File: src/rtl/instruction_fetch_if.sv
// Fetch-stage bus: program load port, run control, and the IF/ID register fields
// handed to the decoder.
interface instruction_fetch_if #(
  parameter int PC_W = 5
);
  logic            load_en;
  logic [PC_W-1:0] load_addr;
  logic [15:0]     load_data;
  logic            start;
  logic            stall;
  logic            if_valid;
  logic [PC_W-1:0] if_pc;
  logic [2:0]      if_opcode;
  logic [2:0]      if_rd;
  logic [2:0]      if_rs;
  logic [2:0]      if_rt;
  logic [6:0]      if_imm;
  logic            busy;
  logic            halted;

  modport master (
    output load_en, load_addr, load_data, start, stall,
    input  if_valid, if_pc, if_opcode, if_rd, if_rs, if_rt, if_imm, busy, halted
  );

  modport slave (
    input  load_en, load_addr, load_data, start, stall,
    output if_valid, if_pc, if_opcode, if_rd, if_rs, if_rt, if_imm, busy, halted
  );
endinterface

File: src/rtl/instruction_fetch.sv
// Instruction fetch stage: loadable instruction memory, program counter and the
// IF/ID pipeline register, with HALT / end-of-memory detection and stall support.
module instruction_fetch #(
  parameter int IMEM_DEPTH = 32,
  parameter int PC_W       = 5
) (
  input logic                clk,
  input logic                rst,
  instruction_fetch_if.slave bus
);
  localparam int              INST_W  = 16;
  localparam logic [2:0]      OP_HALT = 3'd7;
  localparam logic [PC_W-1:0] PC_LAST = PC_W'(IMEM_DEPTH - 1);

  typedef enum logic [1:0] {IDLE, RUN, HALT} state_t;

  state_t            state_reg;
  logic [PC_W-1:0]   pc_reg;
  logic [PC_W-1:0]   if_pc_reg;
  logic [INST_W-1:0] ir_reg;
  logic              if_valid_reg;
  logic [INST_W-1:0] mem_reg [IMEM_DEPTH];
  logic [INST_W-1:0] fetch_word;

  // Combinational read so the word at PC is registered straight into IF/ID.
  assign fetch_word = mem_reg[pc_reg];

  // Memory is not cleared by reset; writes are only accepted while idle.
  always_ff @(posedge clk) begin
    if (state_reg == IDLE && bus.load_en) begin
      mem_reg[bus.load_addr] <= bus.load_data;
    end
  end

  always_ff @(posedge clk) begin
    if (rst) begin
      state_reg    <= IDLE;
      pc_reg       <= '0;
      if_pc_reg    <= '0;
      ir_reg       <= '0;
      if_valid_reg <= 1'b0;
    end else begin
      case (state_reg)
        IDLE: begin
          if (bus.start) begin
            pc_reg    <= '0;
            state_reg <= RUN;
          end
        end
        RUN: begin
          if (!bus.stall) begin
            if (fetch_word[15:13] == OP_HALT) begin
              // The HALT word itself is never presented downstream.
              if_valid_reg <= 1'b0;
              state_reg    <= HALT;
            end else begin
              ir_reg       <= fetch_word;
              if_pc_reg    <= pc_reg;
              if_valid_reg <= 1'b1;
              if (pc_reg == PC_LAST) begin
                state_reg <= HALT;
              end else begin
                pc_reg <= pc_reg + PC_W'(1);
              end
            end
          end
        end
        HALT: begin
          if_valid_reg <= 1'b0;
          if (bus.start) begin
            pc_reg    <= '0;
            state_reg <= RUN;
          end
        end
        default: state_reg <= IDLE;
      endcase
    end
  end

  assign bus.if_valid  = if_valid_reg;
  assign bus.if_pc     = if_pc_reg;
  assign bus.if_opcode = ir_reg[15:13];
  assign bus.if_rd     = ir_reg[12:10];
  assign bus.if_rs     = ir_reg[9:7];
  assign bus.if_rt     = ir_reg[6:4];
  assign bus.if_imm    = ir_reg[6:0];
  assign bus.busy      = (state_reg == RUN);
  assign bus.halted    = (state_reg == HALT);
endmodule

File: src/flat_wrapper.sv
// flat-port wrapper written by rule: the top's interface ports become plain ports
module instruction_fetch_flat 
#(
  parameter int IMEM_DEPTH = 32,
  parameter int PC_W       = 5
)
  (clk, rst, bus_load_en, bus_load_addr, bus_load_data, bus_start, bus_stall, bus_if_valid, bus_if_pc, bus_if_opcode, bus_if_rd, bus_if_rs, bus_if_rt, bus_if_imm, bus_busy, bus_halted);
  instruction_fetch_if #(.PC_W(PC_W)) bus_i ();
  input logic clk;
  input logic rst;
  input wire logic [$bits(bus_i.load_en)-1:0] bus_load_en;
  input wire logic [$bits(bus_i.load_addr)-1:0] bus_load_addr;
  input wire logic [$bits(bus_i.load_data)-1:0] bus_load_data;
  input wire logic [$bits(bus_i.start)-1:0] bus_start;
  input wire logic [$bits(bus_i.stall)-1:0] bus_stall;
  output wire logic [$bits(bus_i.if_valid)-1:0] bus_if_valid;
  output wire logic [$bits(bus_i.if_pc)-1:0] bus_if_pc;
  output wire logic [$bits(bus_i.if_opcode)-1:0] bus_if_opcode;
  output wire logic [$bits(bus_i.if_rd)-1:0] bus_if_rd;
  output wire logic [$bits(bus_i.if_rs)-1:0] bus_if_rs;
  output wire logic [$bits(bus_i.if_rt)-1:0] bus_if_rt;
  output wire logic [$bits(bus_i.if_imm)-1:0] bus_if_imm;
  output wire logic [$bits(bus_i.busy)-1:0] bus_busy;
  output wire logic [$bits(bus_i.halted)-1:0] bus_halted;
  assign bus_i.load_en = bus_load_en;
  assign bus_i.load_addr = bus_load_addr;
  assign bus_i.load_data = bus_load_data;
  assign bus_i.start = bus_start;
  assign bus_i.stall = bus_stall;
  assign bus_if_valid = bus_i.if_valid;
  assign bus_if_pc = bus_i.if_pc;
  assign bus_if_opcode = bus_i.if_opcode;
  assign bus_if_rd = bus_i.if_rd;
  assign bus_if_rs = bus_i.if_rs;
  assign bus_if_rt = bus_i.if_rt;
  assign bus_if_imm = bus_i.if_imm;
  assign bus_busy = bus_i.busy;
  assign bus_halted = bus_i.halted;
  instruction_fetch #(.IMEM_DEPTH(IMEM_DEPTH), .PC_W(PC_W)) u_core (.clk(clk), .rst(rst), .bus(bus_i));
endmodule
File: config.mk
export PLATFORM = sky130hd
export DESIGN_NAME = instruction_fetch_flat
export DESIGN_NICKNAME = d
export VERILOG_FILES = /design/src/rtl/instruction_fetch_if.sv /design/src/rtl/instruction_fetch.sv /design/src/flat_wrapper.sv
export SDC_FILE = /design/constraint.sdc
export NUM_CORES = 1
export LEC_CHECK = 0
export CAP_MARGIN = 25
export CORE_MARGIN = 2
export CORE_UTILIZATION = 42
export CTS_CLUSTER_SIZE = 30
export DETAILED_ROUTE_END_ITERATION = 8
export PLACE_DENSITY_LB_ADDON = 0.25
export SLEW_MARGIN = 20
export SYNTH_ARGS = -nofsm -noshare
export SYNTH_HDL_FRONTEND = slang
export SYNTH_SLANG_ARGS = --single-unit
File: constraint.sdc
create_clock -name clk -period 7.6 [get_ports clk]
set_input_delay 1.52 -clock clk [delete_from_list [all_inputs] [get_ports clk]]
set_output_delay 1.52 -clock clk [all_outputs]
set_load 0.03 [all_outputs]
==> run summary, run 1 <==
status = finished clean
final-stage net count = 1031
Fin Setup TNS = 0 ns
CP Data Required Time = 8.06 ns
Post-Place Setup Slack = 3.19 ns
Net Sw Power = 1.26 mW
Num CTS Buffers = 53
hold wc startpoint = u_core.bus.if_pc[4]$_SDFFE_PP0P_
Reg2Reg Setup Slack = 3.49 ns
antenna violations before repair = 1
pwr/cell area = 258 nW/µm²
clk buf depth = 3
first drt pass iteration count = 7
Antenna Nets Post-Route = 0
Arr. time, crit path = 4.57 ns
number of DRC markers in iteration 0 = 1289
CP Capture Type = flip-flop
Synth Cell Area = 20900 µm²
CTS Sinks = 546
Synth Register Bits = 546
Final WS setup = 3.49 ns
first-pass GRT wire length = 68200 µm
vias post-DR = 9750
vias in the first global route = 9664
Clk Latency, worst-skew pair = 0.60 ns
Comb pwr share = 0.038
core area = 49100 µm²
Internal = 4.95 mW
Site Rows = 81
final instance area = 24000 µm²
Worst-Margin Slew = 0.989 ns
normalized max-slew margin = 0.340
Leak = 7.14 nW
Sw Share = 0.203
Endpoint, Worst Hold = u_core.bus.if_pc[4]$_SDFFE_PP0P_
Synth warnings = 0
CTS tree = done
I/O Pins = 53
reg2reg end = u_core.pc_reg[3]$_SDFFE_PP0P_
Initial Util = 0.427
Pwr Total = 6.21 mW
setup violators final = 0
post-detail-place hpwl = 28500 µm
area delta synth->final = 14.9%
Cells after DPL = 1612
critical-path maximum fanout = 53
layout cells sized above 1 = 0.293
Fmax = 0.243 GHz
Post-Syn Nets = 959
Tot GR Track Use = 0.188
max FFs per register = 512
Max Cap Viol = 0
DR WL/cell = 27.7 µm
cts repair resizes = 0
RSZ-0062 raised after global routing = no
EDFF count, synth = 512
Flop pwr share = 0.536
clock-pin slew on the worst setup and hold paths = 0.06 ns
Final GP Congestion = 0.810
Synth Instances = 931
DR vias/cell = 5.70
Syn Area/Cell = 22.5 µm²
clock share of power = 0.426
hold depth = 2
Reg2Reg Depth = 8
ant diodes = 0
hold-fix buffers at CTS = 0
HP Class = reg2reg
die area = 51600 µm²
Remaining DRCs = 0
die height = 227 µm
library cells used by synthesis = 37
Placed Area = 22300 µm²
H-tree levels = 2
final wirelength = 47300 µm
Min Clock Period, post-route = 4.11 ns
Most used DFF post-synth = edfxtp_1
Final Hold Fails = 0
Post-Layout Cell Count = 1710
IO Port Bufs = 52
largest net degree at the start of global routing = 63
Die W = 227 µm
GR Overflow Total = 0
Max Slew Vio Count = 0
crit path kind = reg2reg
Final Cycle Share = 0.541
Worst VDD drop = 0.154 mV
post-synthesis sequential area ratio = 0.767
Async S/R FF share, synth = 0
Root Driver = clkbuf_16
Critical Path Source Type = flip-flop
Post-CTS Setup Bufs = 0
skew final = 0.0204 ns
## cell families after synthesis
family	count (synthesis)	synth area share
compound gates	58	0.0179
fa+ha+maj	2	0.00120
flops	546	0.767
simple gates	87	0.0209
buf+inv	59	0.0128
mux	179	0.180
## final cells by class
class	count	area (µm²)
Sequential cell	546	16100
Clock inverter	25	228
Clock buffer	73	1550
Fill cell	3961	25000
Tap cell	664	831
Inverter	3	11.3
Timing Repair Buffer	73	671
Multi-Input combinational cell	326	4690
## power by group through the flow
stage | clock network, mW | registers, mW | logic [mW]
6_report | 2.65 | 3.32 | 0.236
5_1_grt | 2.80 | 3.33 | 0.251
3_3_place_gp | 0 | 3.39 | 0.236
4_1_cts | 2.68 | 3.33 | 0.239
2_1_floorplan | 0 | 3.39 | 0.104
3_5_place_dp | 0 | 3.39 | 0.240
## stage by stage
step	hold WS, ns	utilization
3_3_place_gp	0.469	0.454
2_1_floorplan	0.461	-
4_1_cts	0.481	0.490
5_1_grt	0.503	0.490
3_5_place_dp	0.472	0.454
6_report	0.479	0.490
## worst max-delay path by stage
stage,startpoint,end,slack [ns],cells past startpoint
after floorplan,bus_load_addr[1],u_core.mem_reg[14][0]$_DFFE_PP_,4.40,4
after detailed placement,bus_load_en,u_core.mem_reg[24][1]$_DFFE_PP_,3.19,4
final,flip-flop,u_core.pc_reg[3]$_SDFFE_PP0P_,3.49,8
after global routing,flip-flop,u_core.pc_reg[3]$_SDFFE_PP0P_,3.29,8
after CTS,flip-flop,u_core.pc_reg[3]$_SDFFE_PP0P_,3.47,8
after global placement,bus_load_addr[1],u_core.mem_reg[30][1]$_DFFE_PP_,3.11,4
## Yosys cell counts, types with 2 or more instances
| master | number | area, µm² |
|---|---|---|
| o311ai_1 | 3 | 26.3 |
| mux4_2 | 158 | 3560 |
| ha_1 | 2 | 25.0 |
| nor3_1 | 3 | 15.0 |
| inv_1 | 3 | 11.3 |
| buf_1 | 15 | 56.3 |
| nand3b_1 | 6 | 45.0 |
| or3b_1 | 2 | 17.5 |
| clkbuf_1 | 20 | 75.1 |
| buf_2 | 13 | 65.1 |
| dfxtp_1 | 34 | 681 |
| mux2i_1 | 19 | 190 |
| nand2_1 | 7 | 26.3 |
| nor2_1 | 41 | 154 |
| a21oi_1 | 30 | 150 |
| mux2_2 | 2 | 22.5 |
| or3b_2 | 2 | 17.5 |
| buf_4 | 8 | 60.1 |
| nand2b_1 | 5 | 31.3 |
| o21ai_0 | 6 | 30.0 |
| edfxtp_1 | 512 | 15400 |
| nand3_1 | 10 | 50.1 |
| a22oi_1 | 2 | 15.0 |
| a311oi_1 | 13 | 114 |
| nor2b_1 | 3 | 18.8 |
## cell usage in the layout, fill, tap and decap left out, types with 4 or more instances in the layout
cell | synthesis | routed
nor2_1 | 41 | 8
a21oi_1 | 30 | 30
clkinv_2 | 0 | 10
clkdlybuf4s50_1 | 0 | 48
buf_4 | 8 | 20
dfxtp_1 | 34 | 30
nor2_2 | 0 | 33
a311oi_1 | 13 | 13
clkbuf_16 | 0 | 56
buf_2 | 13 | 4
nand2_1 | 7 | 7
nand3b_1 | 6 | 6
clkbuf_8 | 0 | 8
nand2b_1 | 5 | 5
mux4_2 | 158 | 158
mux2i_1 | 19 | 19
clkinv_1 | 0 | 7
o21ai_0 | 6 | 6
bufinv_16 | 0 | 4
clkbuf_1 | 20 | 9
edfxtp_1 | 512 | 512
nand3_1 | 10 | 10
## per-layer routing
| layer | part of all wire | vias to the layer above | global-route usage |
|---|---|---|---|
| met5 | 0 | - | 0 |
| met4 | 0.017 | 0 | 0.0476 |
| met3 | 0.073 | 50 | 0.0321 |
| met2 | 0.45 | 353 | 0.277 |
| met1 | 0.46 | 5259 | 0.291 |
| li1 | - | 4088 | - |
## critical path, cell delays in order, from the launching register on
cell	delay (ns)
dfxtp_4	0.93
buf_4	0.46
mux4_2	0.57
mux4_2	0.53
mux2_2	0.33
nand4_1	0.09
buf_4	0.38
a2111oi_0	0.20
or3b_1	0.41
Power figures use the tool's default switching activity.
==> inputs of run 2 (changes only) <==
- clock period: 7.6 -> 3.8 ns (I/O delays scaled with it)
==> run summary, run 2 (synthesis gave the netlist of run 1 again) <==
status = finished clean
Cells after DPL = 1672
Comb pwr share = 0.039
Final Hold Fails = 0
CTS tree = done
multi-input logic area = 4690 µm²
normalized max-slew margin = 0.423
pwr/cell area = 499 nW/µm²
Antenna Nets Post-Route = 0
Internal = 9.72 mW
CTS Sinks = 546
Fin Setup TNS = 0 ns
Min Clock Period, post-route = 3.23 ns
Reg2Reg Depth = 7
Placed Area = 22800 µm²
clk buf depth = 3
first-pass GRT wire length = 68800 µm
layout cells sized above 1 = 0.318
Arr. time, crit path = 3.73 ns
I/O Pins = 53
reg2reg end = u_core.ir_reg[11]$_SDFFE_PP0P_
most frequent cells in the layout = 512 x edfxtp_1, 158 x mux4_2, 77 x buf_4, 55 x clkbuf_16, 52 x clkdlybuf4s50_1
Initial Util = 0.427
ant diodes = 0
final-stage net count = 1092
largest net degree at the start of global routing = 66
post-detail-place hpwl = 29500 µm
vias in the first global route = 9942
die height = 227 µm
hold-fix buffers at CTS = 0
Max Cap Viol = 0
die area = 51600 µm²
DR vias/cell = 5.65
crit path kind = reg2reg
Max Slew Vio Count = 0
antenna violations before repair = 1
first drt pass iteration count = 5
clock-pin slew on the worst setup and hold paths = 0.06 ns
setup violators final = 0
skew final = 0.0168 ns
HP Class = reg2reg
Root Driver = clkbuf_16
Tot GR Track Use = 0.189
Sw Share = 0.202
area occupied by registers = 16100 µm²
Net Sw Power = 2.47 mW
Reg2Reg Setup Slack = 0.57 ns
critical-path maximum fanout = 31
final instance area = 24400 µm²
H-tree levels = 2
Num CTS Buffers = 54
core area = 49100 µm²
Leak = 7.41 nW
Post-Layout Cell Count = 1770
clock share of power = 0.416
FILL cells = 3936
number of DRC markers in iteration 0 = 1250
worst setup path end = u_core.ir_reg[11]$_SDFFE_PP0P_
CP Capture Type = flip-flop
DR WL/cell = 26.9 µm
Flop pwr share = 0.545
RSZ-0062 raised after global routing = no
Final GP Congestion = 0.798
Fmax = 0.309 GHz
Final Cycle Share = 0.851
most common cell after layout, fill and taps aside = edfxtp_1
Die W = 227 µm
Clk Latency, worst-skew pair = 0.60 ns
vias post-DR = 9995
cts repair resizes = 0
Critical Path Source Type = flip-flop
CP Data Required Time = 4.30 ns
GR Overflow Total = 0
Site Rows = 81
final wirelength = 47600 µm
max FFs per register = 512
Post-CTS Setup Bufs = 0
Remaining DRCs = 0
Worst VDD drop = 0.292 mV
Worst-Margin Slew = 0.853 ns
IO Port Bufs = 52
area delta synth->final = 16.8%
==> run 2: power by group through the flow <==
stage / clock [mW] / combinational, mW / sequential, mW
2_1_floorplan: 0 / 0.207 / 6.78
3_3_place_gp: 0 / 0.476 / 6.77
3_5_place_dp: 0 / 0.483 / 6.77
4_1_cts: 5.18 / 0.484 / 6.64
5_1_grt: 5.38 / 0.511 / 6.64
6_report: 5.07 / 0.476 / 6.64
==> run 2: per-stage QoR <==
step	setup slack [ns]	utilization	power (mW)	hold WS (ns)
3_3_place_gp	0.508	0.464	7.24	0.470
6_report	0.566	0.498	12.2	0.479
3_5_place_dp	0.514	0.464	7.25	0.472
5_1_grt	0.292	0.498	12.5	0.515
4_1_cts	0.522	0.498	12.3	0.481
2_1_floorplan	1.17	-	6.99	0.461
==> run 2: worst min-delay path by stage <==
stage	startpoint	to	slack, ns	cells after the start
after floorplan	u_core.pc_reg[4]$_SDFFE_PP0P_	u_core.bus.if_pc[4]$_SDFFE_PP0P_	0.46	2
after global placement	u_core.bus.if_pc[1]$_SDFFE_PP0P_	u_core.bus.if_pc[1]$_SDFFE_PP0P_	0.47	2
final	u_core.bus.if_pc[2]$_SDFFE_PP0P_	u_core.bus.if_pc[2]$_SDFFE_PP0P_	0.48	2
after CTS	u_core.bus.if_pc[2]$_SDFFE_PP0P_	u_core.bus.if_pc[2]$_SDFFE_PP0P_	0.48	2
after detailed placement	u_core.bus.if_pc[2]$_SDFFE_PP0P_	u_core.bus.if_pc[2]$_SDFFE_PP0P_	0.47	2
after global routing	u_core.bus.if_pc[1]$_SDFFE_PP0P_	u_core.bus.if_pc[1]$_SDFFE_PP0P_	0.52	2
==> run 2: final cells by class <==
type	count	share of cell area
repair buffers	133	0.0482
inverters	3	0.000461
clock inverters	27	0.00937
clock buffers	71	0.0588
multi-input cells	326	0.192
flip-flops and latches	546	0.657
well taps	664	0.0340
==> run 2: per-layer routing <==
metal	share of wire	up-vias	global-route usage
met1	0.44	5340	0.282
met2	0.46	367	0.285
met5	0.00019	-	0
met4	0.022	2	0.0536
met3	0.075	63	0.0370
li1	-	4223	-
==> run 2: worst max-delay path: stages (launching register included) <==
cell and delay [ns]:
dfxtp_4 0.60, mux4_2 0.57, mux4_2 0.50, mux2_2 0.30, nand4_1 0.39, buf_4 0.38, a21oi_1 0.12, a311oi_1 0.26
==> inputs of run 3 (changes only) <==
- CORE_MARGIN: 2 -> not set
- CORE_UTILIZATION: 42 -> 61
- SKIP_LAST_GASP: not set -> 1
==> run summary, run 3 (synthesis gave the netlist of run 1 again) <==
Post-CTS Setup Bufs = 0
antenna violations before repair = 0
ant diodes = 0
post-layout util = 0.714
IO Port Bufs = 52
Fmax = 0.300 GHz
die height = 187 µm
Min Clock Period, post-route = 3.34 ns
crit path kind = reg2reg
post-detail-place hpwl = 25800 µm
final wirelength = 44800 µm
Remaining DRCs = 0
FILL cells = 1960
met2 Resource Use GR = 0.431
status = finished clean
multi-input logic area = 4690 µm²
CTS tree = done
Internal = 9.67 mW
Fin Setup TNS = 0 ns
area delta synth->final = 14.7%
WHS = 0.475 ns
grt peak-use layer = met2
Post-Layout Cell Count = 1529
Cells after DPL = 1433
Die W = 187 µm
most frequent cells in the layout = 512 x edfxtp_1, 158 x mux4_2, 53 x clkbuf_16, 51 x buf_4, 46 x clkdlybuf4s50_1
slowest CP cell = dfxtp_4
skew final = 0.0170 ns
clk buf depth = 3
Arr. time, crit path = 3.77 ns
I/O Pins = 53
first-pass GRT wire length = 66000 µm
RSZ-0062 raised after global routing = no
largest net degree at the start of global routing = 39
Antenna Nets Post-Route = 0
Buf/Inv on CP = 1
max FFs per register = 512
Flop pwr share = 0.555
CP max stage delay = 0.76 ns
clock-pin slew on the worst setup and hold paths = 0.06 ns
final instance area = 24000 µm²
pwr/cell area = 500 nW/µm²
CP delay by family, top = multiplexers
Initial Util = 0.623
met3 Track Usage GR = 0.0574
Final Hold Fails = 0
CTS Sinks = 546
routing usage on met1 = 0.368
Critical Path, Cell by Cell = mux4_2 > mux4_2 > mux2_2 > nand4_1 > buf_4 > a21oi_1 > a311oi_1
DR WL/cell = 29.3 µm
first drt pass iteration count = 5
CP Capture Type = flip-flop
die area = 35100 µm²
vias post-DR = 10028
core area = 33600 µm²
critical-path maximum fanout = 33
setup violators final = 0
final-stage net count = 1070
Root Driver = clkbuf_16
Max Cap Viol = 0
Sw Share = 0.194
layout cells sized above 1 = 0.309
area occupied by registers = 16100 µm²
Comb pwr share = 0.037
Net Sw Power = 2.32 mW
CP Data Required Time = 4.23 ns
Crit path top cell by count = mux4_2
cts repair resizes = 0
Critical Path Source Type = flip-flop
Num CTS Buffers = 51
normalized max-slew margin = 0.286
H-tree levels = 2
Site Rows = 67
number of DRC markers in iteration 0 = 1108
vias in the first global route = 10113
Leak = 7.30 nW
Clk Latency, worst-skew pair = 0.57 ns
most common cell after layout, fill and taps aside = edfxtp_1
Final Cycle Share = 0.878
GR Overflow Total = 0
Worst-Margin Slew = 1.07 ns
Worst VDD drop = 0.314 mV
Max Slew Vio Count = 0
HP Class = reg2reg
DR vias/cell = 6.56
Final GP Congestion = 0.837
clock share of power = 0.408
hold-fix buffers at CTS = 0
Placed Area = 22400 µm²
Tot GR Track Use = 0.265
run 3: cell types whose count changed in the layout (fill, tap and decap cells not counted), sizes merged, moves of 2 or more:
cell	before	now
clkbuf	71	81
clkdlybuf4s50	52	46
inv	5	3
buf	81	68
clkinv	21	7
run 3: worst min-delay path, cell delays in order (launching register included):
cell,delay [ns]
dfxtp_1,0.30
o21ai_0,0.06
a21oi_1,0.06
run 3: through the flow:
step           power [mW]  setup slack [ns]
2_1_floorplan        6.99              1.17
3_3_place_gp         7.21             0.638
5_1_grt              12.3             0.252
4_1_cts              12.1             0.468
6_report             12.0             0.463
3_5_place_dp         7.22             0.564
run 3: final timing paths:
path | end | cells after the start | slack, ns | from
setup / recovery | u_core.ir_reg[1]$_SDFFE_PP0P_ | 7 | 0.46 | flip-flop
hold / removal | u_core.bus.if_pc[3]$_SDFFE_PP0P_ | 2 | 0.48 | u_core.bus.if_pc[3]$_SDFFE_PP0P_
setup reg to reg | u_core.ir_reg[1]$_SDFFE_PP0P_ | 7 | 0.46 | flip-flop
hold reg to reg | u_core.bus.if_pc[3]$_SDFFE_PP0P_ | 2 | 0.48 | u_core.bus.if_pc[3]$_SDFFE_PP0P_
run 3: layer usage:
metal  part of all wire  up-vias  routed length [µm]
met1               0.38     5239               17100
li1                   -     4164                   -
met2               0.50      560               22600
met3              0.090       65                4050
met4              0.022        0                1010
met5                  0        -                   0
run 3: final cells by class:
| cell class | instances | share of cell area |
|---|---|---|
| sequential | 546 | 0.670 |
| multi-input combinational | 326 | 0.195 |
| clock buffer | 81 | 0.0619 |
| timing repair buffer | 114 | 0.0440 |
| tap | 448 | 0.0234 |
| clock inverter | 11 | 0.00532 |
| inverter | 3 | 0.000469 |
run 3: power groups by stage:
| stage | Clock [mW] | Combinational [mW] | Sequential (mW) |
|---|---|---|---|
| 3_3_place_gp | 0 | 0.426 | 6.78 |
| 3_5_place_dp | 0 | 0.440 | 6.78 |
| 4_1_cts | 4.95 | 0.444 | 6.66 |
| 6_report | 4.89 | 0.445 | 6.65 |
| 5_1_grt | 5.16 | 0.470 | 6.65 |
| 2_1_floorplan | 0 | 0.207 | 6.78 |
